$ cat config.mk
export PLATFORM = sky130hd
export DESIGN_NAME = fifo_muxer_ctrl
export DESIGN_NICKNAME = d
export VERILOG_FILES = /design/src/rtl/fifo_muxer_ctrl.sv
export SDC_FILE = /design/constraint.sdc
export NUM_CORES = 1
export LEC_CHECK = 0
export CAP_MARGIN = 10
export CORE_ASPECT_RATIO = 0.6
export CORE_MARGIN = 5
export CORE_UTILIZATION = 30
export DETAILED_ROUTE_END_ITERATION = 8
export PLACE_DENSITY_LB_ADDON = 0.08
export REMOVE_ABC_BUFFERS = 1
export SKIP_CTS_REPAIR_TIMING = 1
export SYNTH_ARGS = -nofsm -noshare
export SYNTH_HDL_FRONTEND = slang
export SYNTH_SLANG_ARGS = --single-unit
$ cat constraint.sdc
create_clock -name clk -period 11.5 [get_ports clk]
set_input_delay 2.3 -clock clk [delete_from_list [all_inputs] [get_ports clk]]
set_output_delay 2.3 -clock clk [all_outputs]
set_load 0.01 [all_outputs]
$ cat src/rtl/fifo_muxer_ctrl.sv
// Main-data read sequencer: drops stale reservoir bits, then walks the four
// granule/channel slots, routing bits to the scalefactor parser and then to Huffman.
module fifo_muxer_ctrl (
  input  logic        clk,
  input  logic        rst,
  input  logic [15:0] fifo_sample_count,
  input  logic        fifo_dout_v,
  input  logic        si_valid_in,
  input  logic [8:0]  main_data_begin,
  input  logic [47:0] part2_3_length,
  input  logic [3:0]  sf_parser_axiov,
  output logic        sf_parser_flag,
  output logic        hf_decoder_flag,
  output logic        gr,
  output logic        ch,
  output logic        fifo_rd_en,
  output logic        busy
);

  typedef enum logic [2:0] {
    S_IDLE    = 3'd0,
    S_DISCARD = 3'd1,
    S_SF      = 3'd2,
    S_HF      = 3'd3,
    S_ADVANCE = 3'd4
  } state_t;

  state_t      r_state;
  state_t      w_state_next;
  logic        r_gr;
  logic        r_ch;
  logic        w_gr_next;
  logic        w_ch_next;
  logic [15:0] r_discard;
  logic [15:0] w_discard_next;
  logic [11:0] r_p2cnt;
  logic [11:0] w_p2cnt_next;
  logic [11:0] r_hf_rem;
  logic [11:0] w_hf_rem_next;
  logic [47:0] r_len;
  logic        w_len_load;

  logic [11:0] w_len_arr [4];
  logic [1:0]  w_slot;
  logic        w_rd;
  logic        w_consume;
  logic        w_done;
  logic [15:0] w_mdb_bits;
  logic [15:0] w_discard_init;
  logic [11:0] w_len_cur;
  logic [11:0] w_part2;
  logic [11:0] w_hf_calc;

  genvar gi;
  generate
    for (gi = 0; gi < 4; gi++) begin : g_len
      assign w_len_arr[gi] = r_len[12*gi +: 12];
    end
  endgenerate

  assign w_slot    = {r_gr, r_ch};
  assign w_len_cur = w_len_arr[w_slot];

  assign w_rd      = (r_state == S_DISCARD) || (r_state == S_SF) || (r_state == S_HF);
  assign w_consume = w_rd & fifo_dout_v;
  // Parser done bits are numbered from the opposite end of the slot index.
  assign w_done    = sf_parser_axiov[2'd3 - w_slot];

  assign w_mdb_bits     = {4'd0, main_data_begin, 3'd0};
  assign w_discard_init = (fifo_sample_count > w_mdb_bits) ? (fifo_sample_count - w_mdb_bits) : 16'd0;

  // A bit accepted in the same cycle as the done pulse belongs to part2.
  assign w_part2   = r_p2cnt + {11'd0, w_consume};
  assign w_hf_calc = (w_len_cur > w_part2) ? (w_len_cur - w_part2) : 12'd0;

  assign sf_parser_flag  = (r_state == S_SF);
  assign hf_decoder_flag = (r_state == S_HF);
  assign fifo_rd_en      = w_rd;
  assign busy            = (r_state != S_IDLE);
  assign gr              = r_gr;
  assign ch              = r_ch;

  always_comb begin
    w_state_next   = r_state;
    w_gr_next      = r_gr;
    w_ch_next      = r_ch;
    w_discard_next = r_discard;
    w_p2cnt_next   = r_p2cnt;
    w_hf_rem_next  = r_hf_rem;
    w_len_load     = 1'b0;

    case (r_state)
      S_IDLE: begin
        w_gr_next     = 1'b0;
        w_ch_next     = 1'b0;
        w_p2cnt_next  = 12'd0;
        w_hf_rem_next = 12'd0;
        if (si_valid_in) begin
          w_len_load     = 1'b1;
          w_discard_next = w_discard_init;
          w_state_next   = (w_discard_init != 16'd0) ? S_DISCARD : S_SF;
        end
      end

      S_DISCARD: begin
        if (w_consume) begin
          w_discard_next = r_discard - 16'd1;
          if (r_discard == 16'd1) begin
            w_state_next = S_SF;
          end
        end
      end

      S_SF: begin
        if (w_consume) begin
          w_p2cnt_next = r_p2cnt + 12'd1;
        end
        if (w_done) begin
          w_hf_rem_next = w_hf_calc;
          w_state_next  = (w_hf_calc != 12'd0) ? S_HF : S_ADVANCE;
        end
      end

      S_HF: begin
        if (w_consume) begin
          w_hf_rem_next = r_hf_rem - 12'd1;
          if (r_hf_rem == 12'd1) begin
            w_state_next = S_ADVANCE;
          end
        end
      end

      S_ADVANCE: begin
        w_p2cnt_next = 12'd0;
        if (w_slot == 2'd3) begin
          w_gr_next    = 1'b0;
          w_ch_next    = 1'b0;
          w_state_next = S_IDLE;
        end else begin
          {w_gr_next, w_ch_next} = w_slot + 2'd1;
          w_state_next           = S_SF;
        end
      end

      default: begin
        w_state_next = S_IDLE;
      end
    endcase
  end

  always_ff @(posedge clk or negedge rst) begin
    if (!rst) begin
      r_state   <= S_IDLE;
      r_gr      <= 1'b0;
      r_ch      <= 1'b0;
      r_discard <= 16'd0;
      r_p2cnt   <= 12'd0;
      r_hf_rem  <= 12'd0;
      r_len     <= 48'd0;
    end else begin
      r_state   <= w_state_next;
      r_gr      <= w_gr_next;
      r_ch      <= w_ch_next;
      r_discard <= w_discard_next;
      r_p2cnt   <= w_p2cnt_next;
      r_hf_rem  <= w_hf_rem_next;
      if (w_len_load) begin
        r_len <= part2_3_length;
      end
    end
  end

endmodule

### Word-level counts from Yosys, hierarchy flattened

Cells that the tools add are included.

| word-level totals | value |
|---|---|
| register bits after elaboration | 93 |
| input bits | 81 |
| output and inout bits | 6 |
| logic and storage cells | 81 |

| operators by class | value |
|---|---|
| $add $sub $neg | 8 |
| order comparisons | 4 |
| equality and inequality tests | 14 |
| mux-type cells | 31 |
| bitwise operators | 2 |
| reductions and logical operators | 15 |

Operators with widths:

| kind | count |
|---|---|
| 12-bit 2-to-1 mux | 6 |
| 16-bit 2-to-1 mux | 3 |
| 12-bit one-hot mux with 3 select lines | 1 |
| 16-bit one-hot mux with 2 select lines | 1 |
| 12-bit binary-select mux with 2-bit select | 1 |
| 12-bit one-hot mux with 2 select lines | 1 |
| 3-bit 2-to-1 mux | 7 |
| 16-bit by 1-bit equality test with 1-bit output (second input constant) | 1 |
| 16-bit by 12-bit greater-than comparator with 1-bit output | 1 |
| 16-bit nonzero test | 1 |
| 16-bit by 1-bit subtractor with 16-bit output (second input constant) | 1 |
| 16-bit by 12-bit subtractor with 16-bit output | 1 |
| 3-bit one-hot mux with 5 select lines | 1 |
| 12-bit by 1-bit adder with 12-bit output | 1 |
| 12-bit by 1-bit adder with 12-bit output (second input constant) | 1 |
| 12-bit by 1-bit equality test with 1-bit output (second input constant) | 1 |
| 12-bit greater-than comparator | 1 |
| 12-bit nonzero test | 1 |
| 12-bit by 1-bit subtractor with 12-bit output (second input constant) | 1 |
| 12-bit subtractor | 1 |
| 2-bit by 1-bit != test with 1-bit output (second input constant) | 5 |
| 3-bit by 2-bit equality test with 1-bit output (second input constant) | 2 |
| 3-bit AND reduction | 2 |
| 6-bit AND reduction | 1 |
| 20 further kinds | 31 |

### Depth between registers and ports, before layout

Gate-level depths: netlist of run 1.

| logic depth | value |
|---|---|
| depth after elaboration | 11 |
| gate-level depth with buffers | 19 |
| mapped depth without buffers | 17 |

### Least setup slack after synthesis of run 1

OpenSTA, ideal clock, no wires.

| timing path | value |
|---|---|
| path kind | in2reg |
| start point | input port fifo_dout_v |
| end point | register r_state[1] |
| setup time | 0.124 ns |
| arrival time | 5.211 ns |
| data required time | 11.376 ns |
| setup slack | 6.165 ns |
| stages on the path | 16 |
| buffers on the path | 1 |
| cell sequence | and2_1 -> ha_1 -> ha_1 -> nand3_1 -> nor2_1 -> xnor2_1 -> ha_1 -> clkbuf_1 -> nand3_1 -> or4_1 -> nand2_1 -> o211ai_1 -> a211oi_1 -> nand4bb_1 -> and2_1 -> a211o_1 |

| between the ends | value |
|---|---|
| cells in the longest elaborated chain, start to end | 8 |
| elaborated cells on any way between the ends | 12 |
| those cells by class | add/sub (2); order compare (1); eq/ne (2); mux (4); bitwise (1); reduce/logical (2) |

RTL lines:

| what | line | source |
|---|---|---|
| start: declaration | 7 | `input logic fifo_dout_v,` |
| 1-bit bitwise AND (*) | 65 | `assign w_consume = w_rd & fifo_dout_v;` |
| 12-bit by 1-bit adder with 12-bit output | 73 | `assign w_part2 = r_p2cnt + {11'd0, w_consume};` |
| 12-bit subtractor or 12-bit greater-than comparator (tied branches) | 74 | `assign w_hf_calc = (w_len_cur > w_part2) ? (w_len_cur - w_part2) : 12'd0;` |
| 12-bit 2-to-1 mux | 74 |  |
| 12-bit nonzero test | 120 | `w_state_next = (w_hf_calc != 12'd0) ? S_HF : S_ADVANCE;` |
| 3-bit 2-to-1 mux | 120 |  |
| 3-bit 2-to-1 mux | 118 | `if (w_done) begin` |
| 3-bit one-hot mux with 5 select lines | 92 | `case (r_state)` |
| end signal: assignment | 161 | `r_state <= w_state_next;` |
| end: declaration | 28 | `state_t r_state;` |

Every way passes the cells marked *; elsewhere a longest branch is shown, timed or not. The select of a mux whose other input is x is not followed.
A chain may end at the register's enable or synchronous reset.

### Final worst setup path of run 1

Same ends and word-level chain as after synthesis.

==> results of run 1 <==
-- cell families (layout without fill, tap and decap cells) --
family                     after synthesis  count (layout)  synth area share [%]
and+or+nand+nor                        203             203                 16.24
DFF                                     93              93                 37.84
muxes                                   62              62                 13.71
adders and majority gates               31              31                 6.551
AOI/OAI and AO/OA                      173             173                 17.56
xor gates and xnor gates                29              29                 4.130
buffers and inverters                   63             135                 3.967
-- final timing paths --
| path | start | to | slack, ns | cells after the start |
|---|---|---|---|---|
| max in group asynchronous | rst | r_discard[11] | 8.44 | 2 |
| setup / recovery | fifo_dout_v | r_state[1] | 5.53 | 16 |
| min in group asynchronous | rst | r_hf_rem[11] | 1.82 | 1 |
| hold reg to reg | r_len[44] | r_len[44] | 0.51 | 1 |
| setup reg to reg | r_state[1] | r_state[1] | 6.57 | 17 |
| hold / removal | r_len[44] | r_len[44] | 0.51 | 1 |
-- through the flow --
step                      cell area (um2)  cells  util, %  hold WS (ns)  worst slack, ns
final                                7540    999    37.57        0.5055            5.535
after global routing                 7540    999    37.57        0.5209            5.097
after CTS                            7540    999    37.57        0.5104            5.545
after detailed placement             7257    983    36.16        0.4951            5.178
after global placement               7257    983    36.16        0.4864            5.275
after floorplan                      6018    621        -        0.4707            5.647
-- final cells by class --
cell class / instances / area share, %
tap: 273 / 4.530
timing repair buffer: 89 / 11.68
multi-input combinational: 498 / 47.68
sequential: 93 / 30.87
clock inverter: 6 / 0.5808
inverter: 30 / 1.494
clock buffer: 10 / 3.170
-- Yosys cell counts, types with 3 or more instances --
master    count
a211o_1       3
a211oi_1      5
a21o_1        7
a21oi_1      50
a311oi_1      4
a31oi_1       6
a32oi_1       6
and2_1        7
and3_1        4
clkbuf_1     31
dfrtp_1      93
ha_1         29
inv_1        30
mux2_2       48
mux4_2       13
nand2_1      36
nand2b_1      7
nand3_1      17
nand4_1       9
nor2_1       60
nor2b_1       4
nor3_1       27
nor4_1        6
o211ai_1      4
o21a_1        5
o21ai_0      58
o221ai_1      3
o22ai_1       3
or2_2         3
or3_1        11
or4_1         4
xnor2_1      18
xor2_1       11
-- power breakdown --
| part | internal (mW) | leakage (nW) | switching (mW) | total, mW |
|---|---|---|---|---|
| combinational | 0.504 | 1.71 | 0.655 | 1.16 |
| sequential | 0.468 | 1.15 | 0.123 | 0.591 |
| clock | 0.154 | 0.139 | 0.139 | 0.293 |
-- registers in the layout, indices dropped and copies added, names as in the netlist --
signal and flops:
r_len 48, r_discard 16, r_hf_rem 12, r_p2cnt 12, r_state 3, ch 1, gr 1
-- cells in the final DEF (no fill, tap or decap), types with 17 or more instances in the layout --
cell type,instances
dfrtp_1,93
clkdlybuf4s50_1,85
nor2_1,59
o21ai_0,58
a21oi_1,49
mux2_2,48
nand2_1,36
inv_1,30
ha_1,29
nor3_1,26
xnor2_1,18
nand3_1,17
-- critical path, cell delays in order --
cell	delay (ns)
clkdlybuf4s50_1	0.66
and2_1	0.19
ha_1	0.16
ha_1	0.18
nand3_1	0.19
nor3_1	0.27
xnor2_1	0.09
ha_1	0.35
nand3_1	0.15
or4_1	0.59
nand2_1	0.09
o211ai_1	0.08
a211oi_1	0.26
nand4bb_1	0.20
and2_1	0.22
a211o_1	0.22
-- layer usage --
metal / vias to the layer above / GRT usage [%]
met5: - / 0
met4: 0 / 2.354
met3: 10 / 3.912
met2: 131 / 18.07
met1: 2515 / 26.59
li1: 2540 / -
==> summary.md, run 1 <==
| Metric | Value |
|---|---|
| Tmin final | `5.965 ns` |
| FMAX | `0.1676 GHz` |
| Flop and latch count out of synthesis | `93` |
| FF/Latch Area | `between 0.002 and 0.0025 mm2` |
| CTS tree | `yes` |
| Met1 wire length | `10.33 mm` |
| Post-synth EDFFs | `0` |
| Arrival @ worst endpoint | `6.21 ns` |
| DR iter-0 viols | `397` |
| Post-DRT Antenna Nets | `0` |
| GRT overflow | `0` |
| Total power | `2.044 mW` |
| Share of cells above drive strength 1 | `12.81%` |
| Initial DRT Pass Iterations | `5` |
| Final layout net count | `between 800 and 900` |
| Die Ht | `between 100 and 150 um` |
| Fill count | `2035` |
| Clock Latency Late Sink | `approximately 0.35 ns` |
| IO Pins | `87` |
| Die W | `194.8 um` |
| Worst Path Max Fanout | `8` |
| Mapped Area | `0.006150 mm2` |
| Yosys top cell by area | `dfrtp_1` |
| Synth unique cells | `59` |
| Routed met2 length | `approximately 6.3 mm` |
| Avg Inst Size Synth | `9.403 um2` |
| Req. time, crit path | `11.74 ns` |
| Top_reg_cell synth | `dfrtp_1` |
| CP Capture Type | `flip-flop` |
| Initial antenna violation count | `0` |
| Post-synthesis cell count | `654` |
| Top sig layer | `met4` |
| Drc violations | `0` |
| Final setup fails | `0` |
| Global-route wire length before repair | `28.60 mm` |
| Post-DR wirelength/cell | `approximately 18 um` |
| Share of the synthesized area in the top cell type | `between 30% and 40%` |
| Largest net degree at the start of global routing | `75` |
| VDD IR max | `105.1 uV` |
| Slew Limit Fails | `0` |
| Final hold violations | `0` |
| Root Driver | `clkbuf_16` |
| Startpoint Class | `primary input` |
| RSZ-0062 raised after global routing | `no` |
| Hpwl dp | `approximately 14 mm` |
| Slew margin rel. | `27.90%` |
| # Max-Cap Violations | `0` |
| Clock Skew | `around 0.0078 ns` |
| Vias in the first global route | `5010` |
| Count of input and output buffers | `86` |
| Synth area leaders | `dfrtp_1, mux2_2, ha_1` |
| Row count | `40` |
| Wirelength, routed | `17.74 mm` |
| Total negative slack | `0 ns` |
| Area of the multi-input gates | `0.003595 mm2` |
| Slew @ Worst Pin | `between 1 and 1.5 ns` |
| H-tree depth | `3` |
| Ant. Diodes | `0` |
| CTS Buf Count | `9` |
| YS warnings | `0` |
| Layout area overhead | `22.60%` |
| Vias/cell | `around 5.2` |
| Status | `finished, final reports clean` |
| Met3 routed WL | `1.009 mm` |
| Sequential cell area fraction in the yosys report | `37.84%` |
| CTS Buffer Depth | `2` |
| Static Leak | `around 3.0 nW` |
| DIE AREA | `0.02356 mm2` |
| Crit share post-route | `51.87%` |
| Hold crit path type | `flip-flop to flip-flop` |
| All-Layer GR Usage | `15.30%` |
| DR vias | `5196` |
| Clock sink total | `just over 90` |
| Register clock-pin slew on the reported worst setup and hold paths | `0.07 ns` |
| PD cells | `271.1 mW/mm2` |
| Core area | `between 0.02 and 0.025 mm2` |
| Placer Congestion | `0.8736` |
| Crit path kind | `primary input to flip-flop` |
| Initial core utilization | `between 30% and 40%` |
| Ys async rst share | `100.0%` |
Power figures use the tool's default switching activity.
==> inputs of run 2 (changes only) <==
Clock period 11.5 ns to 5.2 ns, I/O delays scaled along.
==> run 2 against run 1 <==
Against the previous run: die area did not move; register-to-register slack got worse by 5.8 ns; design area rose by 0.60%; clock power rose by 130%; sequential share of layout area fell by 0.18 points; via count rose by 0.52%; sequential power rose by 120%; first-iteration DRC count fell by 19%; combinational power rose by 130%; critical path depth did not move; power rose by 120%; sequential cell count did not move; largest cell class unchanged.
==> summary.md, run 2 (synthesis results as in run 1) <==
| Metric | Value |
|---|---|
| Status | `finished, final reports clean` |
| Count of input and output buffers | `86 (unchanged)` |
| Total negative slack | `0 ns (unchanged)` |
| Ant. Diodes | `0 (unchanged)` |
| Drc violations | `0 (unchanged)` |
| CTS tree | `yes` |
| Clock sink total | `93 (unchanged)` |
| Slew @ Worst Pin | `0.9969 ns (-0.08465 ns)` |
| Placer Congestion | `0.8779 (+0.49%)` |
| R2R setup slack | `0.76 ns (-5.81 ns)` |
| DIE AREA | `0.02356 mm2 (unchanged)` |
| Slew margin rel. | `33.18% (+5.3 points)` |
| Final hold violations | `0 (unchanged)` |
| DR iter-0 viols | `323 (-19%)` |
| Worst r2r src | `r_state[0]` |
| Final setup fails | `0 (unchanged)` |
| CP bufs+invs | `1 (unchanged)` |
| Top delay family on crit path | `simple AND/OR/NAND/NOR gates` |
| Static Leak | `3.030 nW (+1.0%)` |
| Core area | `0.02007 mm2 (unchanged)` |
| Post-DR wirelength/cell | `17.47 um (-1.6%)` |
| FMAX | `between 0.2 and 0.25 GHz` |
| Most frequent cells in the layout | `dfrtp_1, clkdlybuf4s50_1, nor2_1` |
| Hold crit path type | `flip-flop to flip-flop` |
| Crit path kind | `primary input to flip-flop` |
| Clock Latency Late Sink | `0.35 ns (about the same)` |
| WP depth | `16 (unchanged)` |
| Wirelength, routed | `17.52 mm (-1.2%)` |
| Vias/cell | `5.207 (+0.12%)` |
| Initial DRT Pass Iterations | `4 (-1)` |
| Final layout net count | `837 (+0.48%)` |
| Die W | `194.8 um (unchanged)` |
| Fill count | `2015 (-0.98%)` |
| PD cells | `600.0 mW/mm2 (+120%)` |
| R2R depth | `18 (+1)` |
| Slew Limit Fails | `0 (unchanged)` |
| Global-route wire length before repair | `27.92 mm (-2.4%)` |
| VDD IR max | `265.0 uV (+150%)` |
| Tmin final | `4.625 ns` |
| CP Capture Type | `flip-flop` |
| Layout area overhead | `23.34%` |
| Clock Skew | `0.01038 ns (+0.002557 ns)` |
| Critical-path cell list | `clkdlybuf4s50_1 > and2_1 > ha_1 > ha_1 > nand3_1 > nor3_1 > xnor2_1 > ha_1 > and3_1 > o2111ai_1 > a31oi_1 > or3_1 > a2111oi_0 > nand4bb_1 > and2_1 > a211o_1` |
| Register clock-pin slew on the reported worst setup and hold paths | `0.07 ns (about the same)` |
| CTS Buf Count | `9 (unchanged)` |
| Worst Setup SP | `fifo_dout_v` |
| Initial antenna violation count | `0 (unchanged)` |
| Layout Cells excl Fill | `1003 (+0.40%)` |
| Arrival @ worst endpoint | `4.86 ns (-1.35 ns)` |
| CTS Buffer Depth | `2 (unchanged)` |
| # Max-Cap Violations | `0 (unchanged)` |
| CP max-delay cell | `clkdlybuf4s50_1` |
| Req. time, crit path | `5.43 ns (-6.31 ns)` |
| Die Ht | `120.9 um (unchanged)` |
| Largest register FFs | `48 (unchanged)` |
| IO Pins | `87 (unchanged)` |
| Largest registers | `r_len (48), r_discard (16)` |
| Commonest non-fill, non-tap cell in the layout | `dfrtp_1` |
| Largest net degree at the start of global routing | `59 (-21%)` |
| Largest reg by FF count | `r_len` |
| Total power | `4.551 mW (+120%)` |
| Min Hold Slack | `0.5038 ns (-0.001625 ns)` |
| Worst Path Max Fanout | `4 (-4)` |
| Crit share post-route | `88.94%` |
| All-Layer GR Usage | `14.80% (-0.50 points)` |
| RSZ-0062 raised after global routing | `no` |
| Share of cells above drive strength 1 | `13.29% (+0.48 points)` |
| DR vias | `5223 (+0.52%)` |
| Most Frequent Cell on Critical Path | `ha_1` |
| Initial core utilization | `30.64% (unchanged)` |
| GRT overflow | `0 (unchanged)` |
| Startpoint Class | `primary input` |
| Row count | `40 (unchanged)` |
| Hpwl dp | `13.82 mm (+0.46%)` |
| H-tree depth | `3 (unchanged)` |
| Root Driver | `clkbuf_16` |
| Post-DRT Antenna Nets | `0 (unchanged)` |
| Placed Instances | `987 (+0.41%)` |
| Largest stage delay, worst path | `0.52 ns (-0.14 ns)` |
| Crit path to | `r_state[1]` |
| Vias in the first global route | `4914 (-1.9%)` |
| RR Endpoint | `r_state[1]` |
run 2: changes by cell type in the layout (fill, tap and decap cells not counted):
cell,before,now
clkinv_8,0,1
inv_8,0,3
clkbuf_8,1,0
clkinv_2,2,1
clkinv_4,1,0
clkinvlp_4,1,0
buf_4,4,8
run 2: layer usage:
metal  part of all wire [%]  vias to the layer above  routed length (um)  GRT usage [%]
li1                       -                     2542                   -              -
met5                      0                        -                   0              0
met2                     36                      125                6293          18.22
met4                   0.61                        0                 107          2.354
met1                     59                     2547               10300          25.63
met3                    4.7                        9                 819          2.941
run 2: layout make-up:
| type | count | area (um2) | share of cell area [%] |
|---|---|---|---|
| Clock buffer | 9 | 225.2 | 2.969 |
| Clock inverter | 7 | 72.57 | 0.9568 |
| Inverter | 30 | 112.6 | 1.485 |
| Multi-Input combinational cell | 498 | 3595 | 47.39 |
| Sequential cell | 93 | 2327 | 30.68 |
| Tap cell | 273 | 341.6 | 4.503 |
| Timing Repair Buffer | 93 | 910.9 | 12.01 |
run 2: worst register-to-register path, delay by kind of cell, from the launching register on:
kind / cells / cell delay [ns]
flops: 1 / 0.52
fa+ha+maj: 3 / 0.68
simple gates: 9 / 1.98
buf+inv: 1 / 0.20
compound gates: 4 / 0.82
xor+xnor: 1 / 0.15
run 2: through the flow:
| step | setup slack, ns | util [%] | cell area (um2) |
|---|---|---|---|
| after global routing | 0.2224 | 37.79 | 7585 |
| after detailed placement | 0.2213 | 36.31 | 7287 |
| after floorplan | 0.6067 | - | 6018 |
| after CTS | 0.5727 | 37.79 | 7585 |
| after global placement | 0.3505 | 36.31 | 7287 |
| final | 0.5751 | 37.79 | 7585 |
run 2: worst min path at each step:
| stage | startpoint | endpoint | slack, ns | cells after the start |
|---|---|---|---|---|
| after floorplan | r_discard[6] | r_discard[6] | 0.47 | 2 |
| after global placement | r_len[4] | r_len[4] | 0.49 | 1 |
| after detailed placement | r_len[37] | r_len[37] | 0.49 | 1 |
| after CTS | r_len[37] | r_len[37] | 0.51 | 1 |
| after global routing | r_len[17] | r_len[17] | 0.52 | 1 |
| final | r_len[18] | r_len[18] | 0.50 | 1 |
run 2: power breakdown:
group | total, mW | internal (mW) | switching [mW] | leakage (nW)
clock | 0.667 | 0.342 | 0.325 | 0.149
sequential | 1.28 | 1.04 | 0.243 | 1.15
combinational | 2.61 | 1.13 | 1.48 | 1.73
